<file path="config.mk">
export PLATFORM = sky130hd
export DESIGN_NAME = rgb_digit_scanner
export DESIGN_NICKNAME = d
export VERILOG_FILES = /design/src/rtl/rgb_value_pkg.sv /design/src/rtl/bcd_dabble_step.sv /design/src/rtl/rgb_digit_scanner.sv
export SDC_FILE = /design/constraint.sdc
export NUM_CORES = 1
export LEC_CHECK = 0
export CAP_MARGIN = 20
export CORE_ASPECT_RATIO = 1.25
export CORE_MARGIN = 2
export CORE_UTILIZATION = 51
export DETAILED_ROUTE_END_ITERATION = 6
export GPL_ROUTABILITY_DRIVEN = 1
export PLACE_DENSITY = 0.9
export SYNTH_ARGS = -nofsm -noshare
export SYNTH_HDL_FRONTEND = slang
export SYNTH_SLANG_ARGS = --single-unit
</file>
<file path="constraint.sdc">
create_clock -name clk -period 2 [get_ports clk]
set_input_delay 0.5 -clock clk [delete_from_list [all_inputs] [get_ports clk]]
set_output_delay 0.5 -clock clk [all_outputs]
set_load 0.1 [all_outputs]
</file>
<file path="src/rtl/rgb_value_pkg.sv">
// Shared constants, FSM state type and small helpers for the RGB value display digit scanner.
package rgb_value_pkg;

  localparam int         GLYPH_H    = 16;
  localparam logic [3:0] BLANK_CODE = 4'hF;
  localparam int         DD_ITER    = 8;

  typedef enum logic [1:0] {IDLE, CONV, COMMIT} state_e;

  // Widened by one bit so a band near the top of the 10-bit count cannot wrap.
  function automatic logic in_band(input logic [9:0] v, input logic [9:0] y0);
    return ({1'b0, v} >= {1'b0, y0}) && ({1'b0, v} < ({1'b0, y0} + 11'(GLYPH_H)));
  endfunction

  function automatic logic [11:0] blank_lead(input logic [11:0] bcd);
    logic [11:0] res;
    res = bcd;
    if (bcd[11:8] == 4'd0) begin
      res[11:8] = BLANK_CODE;
      if (bcd[7:4] == 4'd0) res[7:4] = BLANK_CODE;
    end
    return res;
  endfunction

endpackage

</file>
<file path="src/rtl/bcd_dabble_step.sv">
// One combinational double-dabble iteration: add-3 correction on each BCD nibble, then shift left.
module bcd_dabble_step
  import rgb_value_pkg::*;
(
  input  logic [19:0] din,
  output logic [19:0] dout
);

  logic [19:0] corr;

  always_comb begin
    corr = din;
    for (int n = 0; n < 3; n++) begin
      if (din[8 + 4*n +: 4] >= 4'd5) corr[8 + 4*n +: 4] = din[8 + 4*n +: 4] + 4'd3;
    end
    dout = corr << 1;
  end

endmodule

</file>
<file path="src/rtl/rgb_digit_scanner.sv">
// Per-frame binary-to-BCD conversion of R/G/B values plus registered glyph row addressing.
// Optional macro BLANK_LEADING_ZERO_EN replaces leading zero digits with the blank glyph code.
module rgb_digit_scanner
  import rgb_value_pkg::*;
#(
  parameter int R_Y0 = 100,
  parameter int G_Y0 = 140,
  parameter int B_Y0 = 180
) (
  input  logic       clk,
  input  logic       reset,
  input  logic       frame_start,
  input  logic [7:0] val_r,
  input  logic [7:0] val_g,
  input  logic [7:0] val_b,
  input  logic [9:0] vcnt,
  output logic       busy,
  output logic [3:0] dig_R_h, dig_R_d, dig_R_u,
  output logic [3:0] dig_G_h, dig_G_d, dig_G_u,
  output logic [3:0] dig_B_h, dig_B_d, dig_B_u,
  output logic [3:0] addr_R_h, addr_R_d, addr_R_u,
  output logic [3:0] addr_G_h, addr_G_d, addr_G_u,
  output logic [3:0] addr_B_h, addr_B_d, addr_B_u,
  output logic       row_vld_R,
  output logic       row_vld_G,
  output logic       row_vld_B
);

  localparam logic [9:0] Y0_V [3] = '{10'(R_Y0), 10'(G_Y0), 10'(B_Y0)};

  state_e      state_q, state_d;
  logic [19:0] work_q, work_d;
  logic [2:0]  iter_q, iter_d;
  logic [1:0]  chan_q, chan_d;
  logic [7:0]  shadow_g_q, shadow_g_d;
  logic [7:0]  shadow_b_q, shadow_b_d;
  logic [11:0] tmp_q [3];
  logic [11:0] tmp_d [3];
  logic [11:0] dig_q [3];
  logic [11:0] dig_d [3];
  logic [3:0]  addr_q [3];
  logic [3:0]  addr_d [3];
  logic [2:0]  vld_q, vld_d;
  logic [19:0] step_out;

  bcd_dabble_step u_step (
    .din  (work_q),
    .dout (step_out)
  );

  // Row addressing runs every cycle, independent of the conversion FSM.
  always_comb begin
    for (int c = 0; c < 3; c++) begin
      vld_d[c]  = in_band(vcnt, Y0_V[c]);
      addr_d[c] = vld_d[c] ? 4'(vcnt - Y0_V[c]) : 4'd0;
    end
  end

  always_comb begin
    state_d    = state_q;
    work_d     = work_q;
    iter_d     = iter_q;
    chan_d     = chan_q;
    shadow_g_d = shadow_g_q;
    shadow_b_d = shadow_b_q;
    tmp_d      = tmp_q;
    dig_d      = dig_q;
    case (state_q)
      IDLE: begin
        if (frame_start) begin
          shadow_g_d = val_g;
          shadow_b_d = val_b;
          work_d     = {12'd0, val_r};
          iter_d     = 3'd0;
          chan_d     = 2'd0;
          state_d    = CONV;
        end
      end
      CONV: begin
        if (iter_q == 3'(DD_ITER - 1)) begin
          tmp_d[chan_q] = step_out[19:8];
          iter_d        = 3'd0;
          if (chan_q == 2'd2) begin
            state_d = COMMIT;
          end else begin
            chan_d = chan_q + 2'd1;
            work_d = {12'd0, (chan_q == 2'd0) ? shadow_g_q : shadow_b_q};
          end
        end else begin
          work_d = step_out;
          iter_d = iter_q + 3'd1;
        end
      end
      COMMIT: begin
        // All nine digits update on the same edge so a frame never mixes old and new values.
        for (int c = 0; c < 3; c++) begin
`ifdef BLANK_LEADING_ZERO_EN
          dig_d[c] = blank_lead(tmp_q[c]);
`else
          dig_d[c] = tmp_q[c];
`endif
        end
        state_d = IDLE;
      end
      default: state_d = IDLE;
    endcase
  end

  always_ff @(posedge clk) begin
    if (reset) begin
      state_q    <= IDLE;
      work_q     <= '0;
      iter_q     <= '0;
      chan_q     <= '0;
      shadow_g_q <= '0;
      shadow_b_q <= '0;
      tmp_q      <= '{default: '0};
      dig_q      <= '{default: '0};
      addr_q     <= '{default: '0};
      vld_q      <= '0;
    end else begin
      state_q    <= state_d;
      work_q     <= work_d;
      iter_q     <= iter_d;
      chan_q     <= chan_d;
      shadow_g_q <= shadow_g_d;
      shadow_b_q <= shadow_b_d;
      tmp_q      <= tmp_d;
      dig_q      <= dig_d;
      addr_q     <= addr_d;
      vld_q      <= vld_d;
    end
  end

  assign busy = (state_q != IDLE);

  assign {dig_R_h, dig_R_d, dig_R_u} = dig_q[0];
  assign {dig_G_h, dig_G_d, dig_G_u} = dig_q[1];
  assign {dig_B_h, dig_B_d, dig_B_u} = dig_q[2];

  assign {addr_R_h, addr_R_d, addr_R_u} = {3{addr_q[0]}};
  assign {addr_G_h, addr_G_d, addr_G_u} = {3{addr_q[1]}};
  assign {addr_B_h, addr_B_d, addr_B_u} = {3{addr_q[2]}};

  assign row_vld_R = vld_q[0];
  assign row_vld_G = vld_q[1];
  assign row_vld_B = vld_q[2];

endmodule

</file>
* Word level (Yosys, flattened, before mapping)
Index checks and enable logic that the tools add are counted.
Storage, ports and cells: word-level logic and storage cells 87, bits of input ports 37, output and inout bits 76, register bits 130
Cells by class: muxes and demuxes 22, reductions and logical operators 17, equal/unequal tests 9, bitwise operators 4, order comparisons 11, add/sub/neg operators 8
Operators by type and width (count):
- 2-to-1 mux 20 bit | 3
- case mux 20 bit (2 select lines) | 1
- bitwise mux 36 bit | 1
- demux 12 bit (select 2 bit) | 1
- greater-or-equal comparator 10 x 8 -> 1 bit (second input constant) | 2
- < comparator 10 x 8 -> 1 bit (second input constant) | 2
- greater-or-equal comparator 4 x 3 -> 1 bit (second input constant) | 3
- 2-to-1 mux 12 bit | 1
- 2-to-1 mux 2 bit | 6
- greater-or-equal comparator 10 x 7 -> 1 bit (second input constant) | 1
- < comparator 10 x 7 -> 1 bit (second input constant) | 1
- 2-to-1 mux 3 bit | 3
- adder 4 x 2 -> 4 bit (second input constant) | 2
- 2-to-1 mux 4 bit | 2
- 2-to-1 mux 8 bit | 1
- != test 2 bit (second input constant) | 4
- case mux 2 bit (2 select lines) | 2
- subtractor 4 x 3 -> 4 bit (second input constant) | 2
- case mux 3 bit (2 select lines) | 1
- AND reduction 2 bit | 3
- AND reduction 3 bit | 2
- OR reduction 2 bit | 3
- == test 2 bit (second input constant) | 2
- logical AND 1 bit | 4
- other kinds (14) | 18

* Longest topological paths before layout
depth after elaboration 6, mapped depth 8, depth with buffers taken out 6

* Cells and area by module
Synthesis repeated with hierarchy kept, for this count alone.
Unflattened totals: cell total of the unflattened synthesis 685, area total of the unflattened synthesis 5604.1 um^2
By module, submodules not included:
- rgb_digit_scanner | area each 5248.8 um^2, cells an instance 631, seq. area each 2602.5 um^2, instances 1
- bcd_dabble_step | area each 355.3 um^2, cells an instance 54, seq. area each 0.0 um^2, instances 1

* Least setup slack after synthesis
OpenSTA, ideal clock, no wires.
path type register -> output, from register addr_q (netlist bit addr_B_d[0]), to output addr_B_h[0], arrival 1.374 ns, stages on the path, launching flop included 2, required time 1.500 ns, buffers on the path 1, path slack 0.126 ns, cell sequence dfxtp_1 > buf_4
RTL lines:
- start: declaration | RTL line rgb_digit_scanner.sv:41 | logic [3:0] addr_q [3];
- start signal: assignment | RTL line rgb_digit_scanner.sv:130 | addr_q <= addr_d;
- end: declaration | RTL line rgb_digit_scanner.sv:23 | output logic [3:0] addr_B_h, addr_B_d, addr_B_u,
No word-level cell between the ends.

* Worst setup path in the final report
from register work_q[8], to register tmp_q[25] in the netlist's numbering
On the way: word-level cells in the longest chain between the ends 3, elaborated cells between the ends (all ways) 4, classes of those cells add/sub (1); order compare (1); mux (2)
Ends and longest elaborated chain:
- start: declaration | RTL line rgb_digit_scanner.sv:32 | logic [19:0] work_q, work_d;
- start signal: assignment | RTL line rgb_digit_scanner.sv:123 | work_q <= work_d;
- adder 4 x 2 -> 4 bit / greater-or-equal comparator 4 x 3 -> 1 bit (equally long branches) | RTL line bcd_dabble_step.sv:14 | if (din[8 + 4*n +: 4] >= 4'd5) corr[8 + 4*n +: 4] = din[8 + 4*n +: 4] + 4'd3;
- 2-to-1 mux 4 bit (*) | RTL line bcd_dabble_step.sv:14
- bitwise mux 36 bit (*) | RTL line rgb_digit_scanner.sv:81 | tmp_d[chan_q] = step_out[19:8];
- end signal: assignment | RTL line rgb_digit_scanner.sv:128 | tmp_q <= tmp_d;
- end: declaration | RTL line rgb_digit_scanner.sv:37 | logic [11:0] tmp_q [3];
Every way passes the cells marked *; elsewhere a longest branch is shown, timed or not. A chain may end at the register's enable or synchronous reset.

==> flow_metrics.py <==
metrics = {
    "timing": {
        "slew_headroom": 0.570,
        "tns_ns": 0,
        "period_share": 0.969,
        "fin_crit_ns": 1.94,
        "fin_hold_ws_ns": 0.452,
        "slew_viol_final": 0,
        "finalSetupViolCount": 0,
        "clock.fmax_ghz": 0.516,
        "setup_ws_ns": 0.0627,
        "hold_viol": 0,
        "skew_ns": 0.00680,
        "tightest_slew_ns": 0.641,
    },
    "finish": {
        "insertedDiodeCount": 0,
        "fin_util": 0.735,
        "drive_gt1_frac": 0.220,
        "final_cell_mix": "129 x dfxtp_1, 109 x nand2_1, 67 x a21oi_1",
        "nNetsFinal": 739,
        "final_common_cell": "dfxtp_1",
        "syn_to_final_growth_pct": 42.2,
    },
    "synthesis": {
        "synth_warnings": 0,
        "synth-main-ff-cell": "dfxtp_1",
        "syn_inst": 604,
        "ys_types": 45,
        "ys_ff_latch": 130,
        "netlist_area_sq_um": 5400,
        "avgSynthCellArea_sq_um": 8.95,
        "syn_nets": 655,
        "async_flop_share": 0,
        "synth_edf_count": 0,
        "ys_seq_area_frac": 0.482,
    },
    "detailed_routing": {
        "final_antenna_net_count": 0,
        "vias": 4887,
        "wl_mm": 15.6,
        "wl_per_cell_microns": 18.8,
        "routed_via_density": 5.87,
        "dr.pass1.iters": 7,
        "drtIter0Drc": 489,
        "drc": 12,
    },
    "power_and_ir_drop": {
        "powerDensity_nw_per_um2": 842,
        "power.leakage_nw": 2.82,
        "total_power_mw": 6.47,
        "ir_drop_mv": 0.764,
    },
    "floorplanning": {
        "die-area_sq_um": 11400,
        "start_util": 0.517,
        "die_h_microns": 119,
        "pin_count": 113,
        "die_w_microns": 96.1,
        "coreArea_sq_um": 10500,
        "rows": 42,
    },
    "hold_path": {
        "hold_path_class": "reg2reg",
        "hp-start": "shadow_g_q[0]$_SDFFE_PP0P_",
    },
    "flow_run": {
        "cap_violations": 0,
    },
    "clocking": {
        "post_cts_buffers": 0,
        "insertion_delay_ns": 0.41,
        "numCtsBuffers": 17,
        "clock_path_buffers": 2,
        "root_buffer": "clkbuf_16",
        "tritoncts": "done",
        "h-tree-depth": 4,
        "clock_sinks": 130,
        "clkTransAtPathRegs_ns": 0.06,
    },
    "place": {
        "io_buffers": 112,
        "dpl.hpwl_mm": 9.60,
        "dpl_worst_slack_ns": -0.244,
        "place.gp.congestion": 0.870,
    },
    "setup_path": {
        "cp_slowest_cell": "xnor2_1",
        "cp_cell_sequence": "inv_1 > ha_1 > nand2b_1 > a21oi_1 > xnor2_1 > o22ai_1",
        "start_kind": "register",
        "crit_type": "reg2reg",
        "worstSetupEndpointType": "register",
        "rr_startpoint": "work_q[8]$_SDFFE_PP0P_",
        "crit_buf_inv": 1,
        "cpLargestDelayFamily": "XOR/XNOR gates",
        "crit_path_max_incr_delay_ns": 0.55,
        "worstPathArrival_ns": 2.20,
        "worstPathMaxFanout": 5,
        "cp.required_ns": 2.26,
        "crit_path_start": "work_q[8]$_SDFFE_PP0P_",
    },
    "grt": {
        "grt_pass1_wl_mm": 24.9,
        "grt_pass1_vias": 4902,
        "grt_max_degree": 37,
        "met3_usage": 0.0626,
        "gr-total-overflow": 0,
        "grt_util_met2": 0.507,
        "grt.total_usage": 0.283,
        "antenna_found_initial": 0,
        "grt_use_met1": 0.298,
        "grt-busiest-layer": "met2",
    },
    "status": {
        "violations": "design-rule violations",
        "status": "finished, violations left",
    },
}
-- stage by stage --
| stage | area [sq um] | instances |
|---|---|---|
| 3_3_place_gp | 7030 | 801 |
| 5_1_grt | 7690 | 832 |
| 4_1_cts | 7670 | 832 |
| 6_report | 7690 | 832 |
| 3_5_place_dp | 7030 | 801 |
| 2_1_floorplan | 5400 | 604 |
-- synth_stat cells, types with 8 or more instances --
cell         n  share of area
dfxtp_1    130           0.48
nand2_1    109          0.076
a21oi_1     67          0.062
nor2_1      40          0.028
buf_4       25          0.035
nand2b_1    23          0.027
o22ai_1     18          0.021
a211oi_1    17          0.024
buf_2       17          0.016
ha_1        14          0.032
nor3_1      13          0.012
a211oi_2    12          0.028
inv_1       12         0.0083
mux2i_1     10          0.019
and2_1       9          0.010
clkbuf_1     9         0.0063
o2bb2ai_1    8          0.013
-- metal layers --
metal	routed length (microns)	up-vias
met5	0	-
met4	706	0
met3	1000	66
met2	8430	290
met1	5490	2326
li1	-	2205
-- registers in the layout, indices dropped and copies added (netlist names) --
signal / count
addr_B_d: 4
shadow_g_q: 8
chan_q: 2
addr_R_d: 4
dig_B_h: 4
vld_q: 3
shadow_b_q: 8
dig_R_d: 4
dig_R_h: 4
addr_G_d: 4
dig_G_d: 4
dig_B_u: 4
work_q: 20
dig_R_u: 4
dig_G_u: 4
dig_B_d: 4
tmp_q: 36
dig_G_h: 4
state_q: 2
iter_q: 3
-- cells by family after synthesis --
group,synth area share
muxes,0.0269
and+or+nand+nor,0.201
buffers and inverters,0.0831
xor gates and xnor gates,0.00648
DFF,0.482
adders and majority gates,0.0324
AOI/OAI and AO/OA,0.169
-- worst paths after layout --
path	slack [ns]	end	depth (start not counted)
worst max-delay path	0.06	tmp_q[25]$_SDFFE_PP0P_	6
worst max register to register	0.06	tmp_q[25]$_SDFFE_PP0P_	6
worst min-delay path	0.45	shadow_g_q[0]$_SDFFE_PP0P_	2
worst min register to register	0.45	shadow_g_q[0]$_SDFFE_PP0P_	2
-- timing repair --
action,in CTS,in global routing
endpoints found under the setup margin,0,18
gates resized for setup,0,4
hold buffers,0,0
-- where the power goes --
part           switching, mW  internal, mW  total, mW  leakage, nW
sequential            0.0345          2.63       2.67         1.05
combinational          0.248         0.175      0.423         1.46
clock                   1.14          2.24       3.38        0.308
-- worst register-to-register path, cell delays in order, from the launching register on --
cell,delay [ns]
dfxtp_1,0.41
inv_1,0.10
ha_1,0.27
nand2b_1,0.13
a21oi_1,0.13
xnor2_1,0.55
o22ai_1,0.21
-- cell type report --
cell class              count  area, sq um
clock buffers              18          439
fillers                   609         2770
repair buffers            127         1850
multi-input cells         399         2370
flip-flops and latches    130         2600
inverters                  13         48.8
clock inverters            13          209
well taps                 132          165
Note: power is estimated with default switching activity, not from simulation.
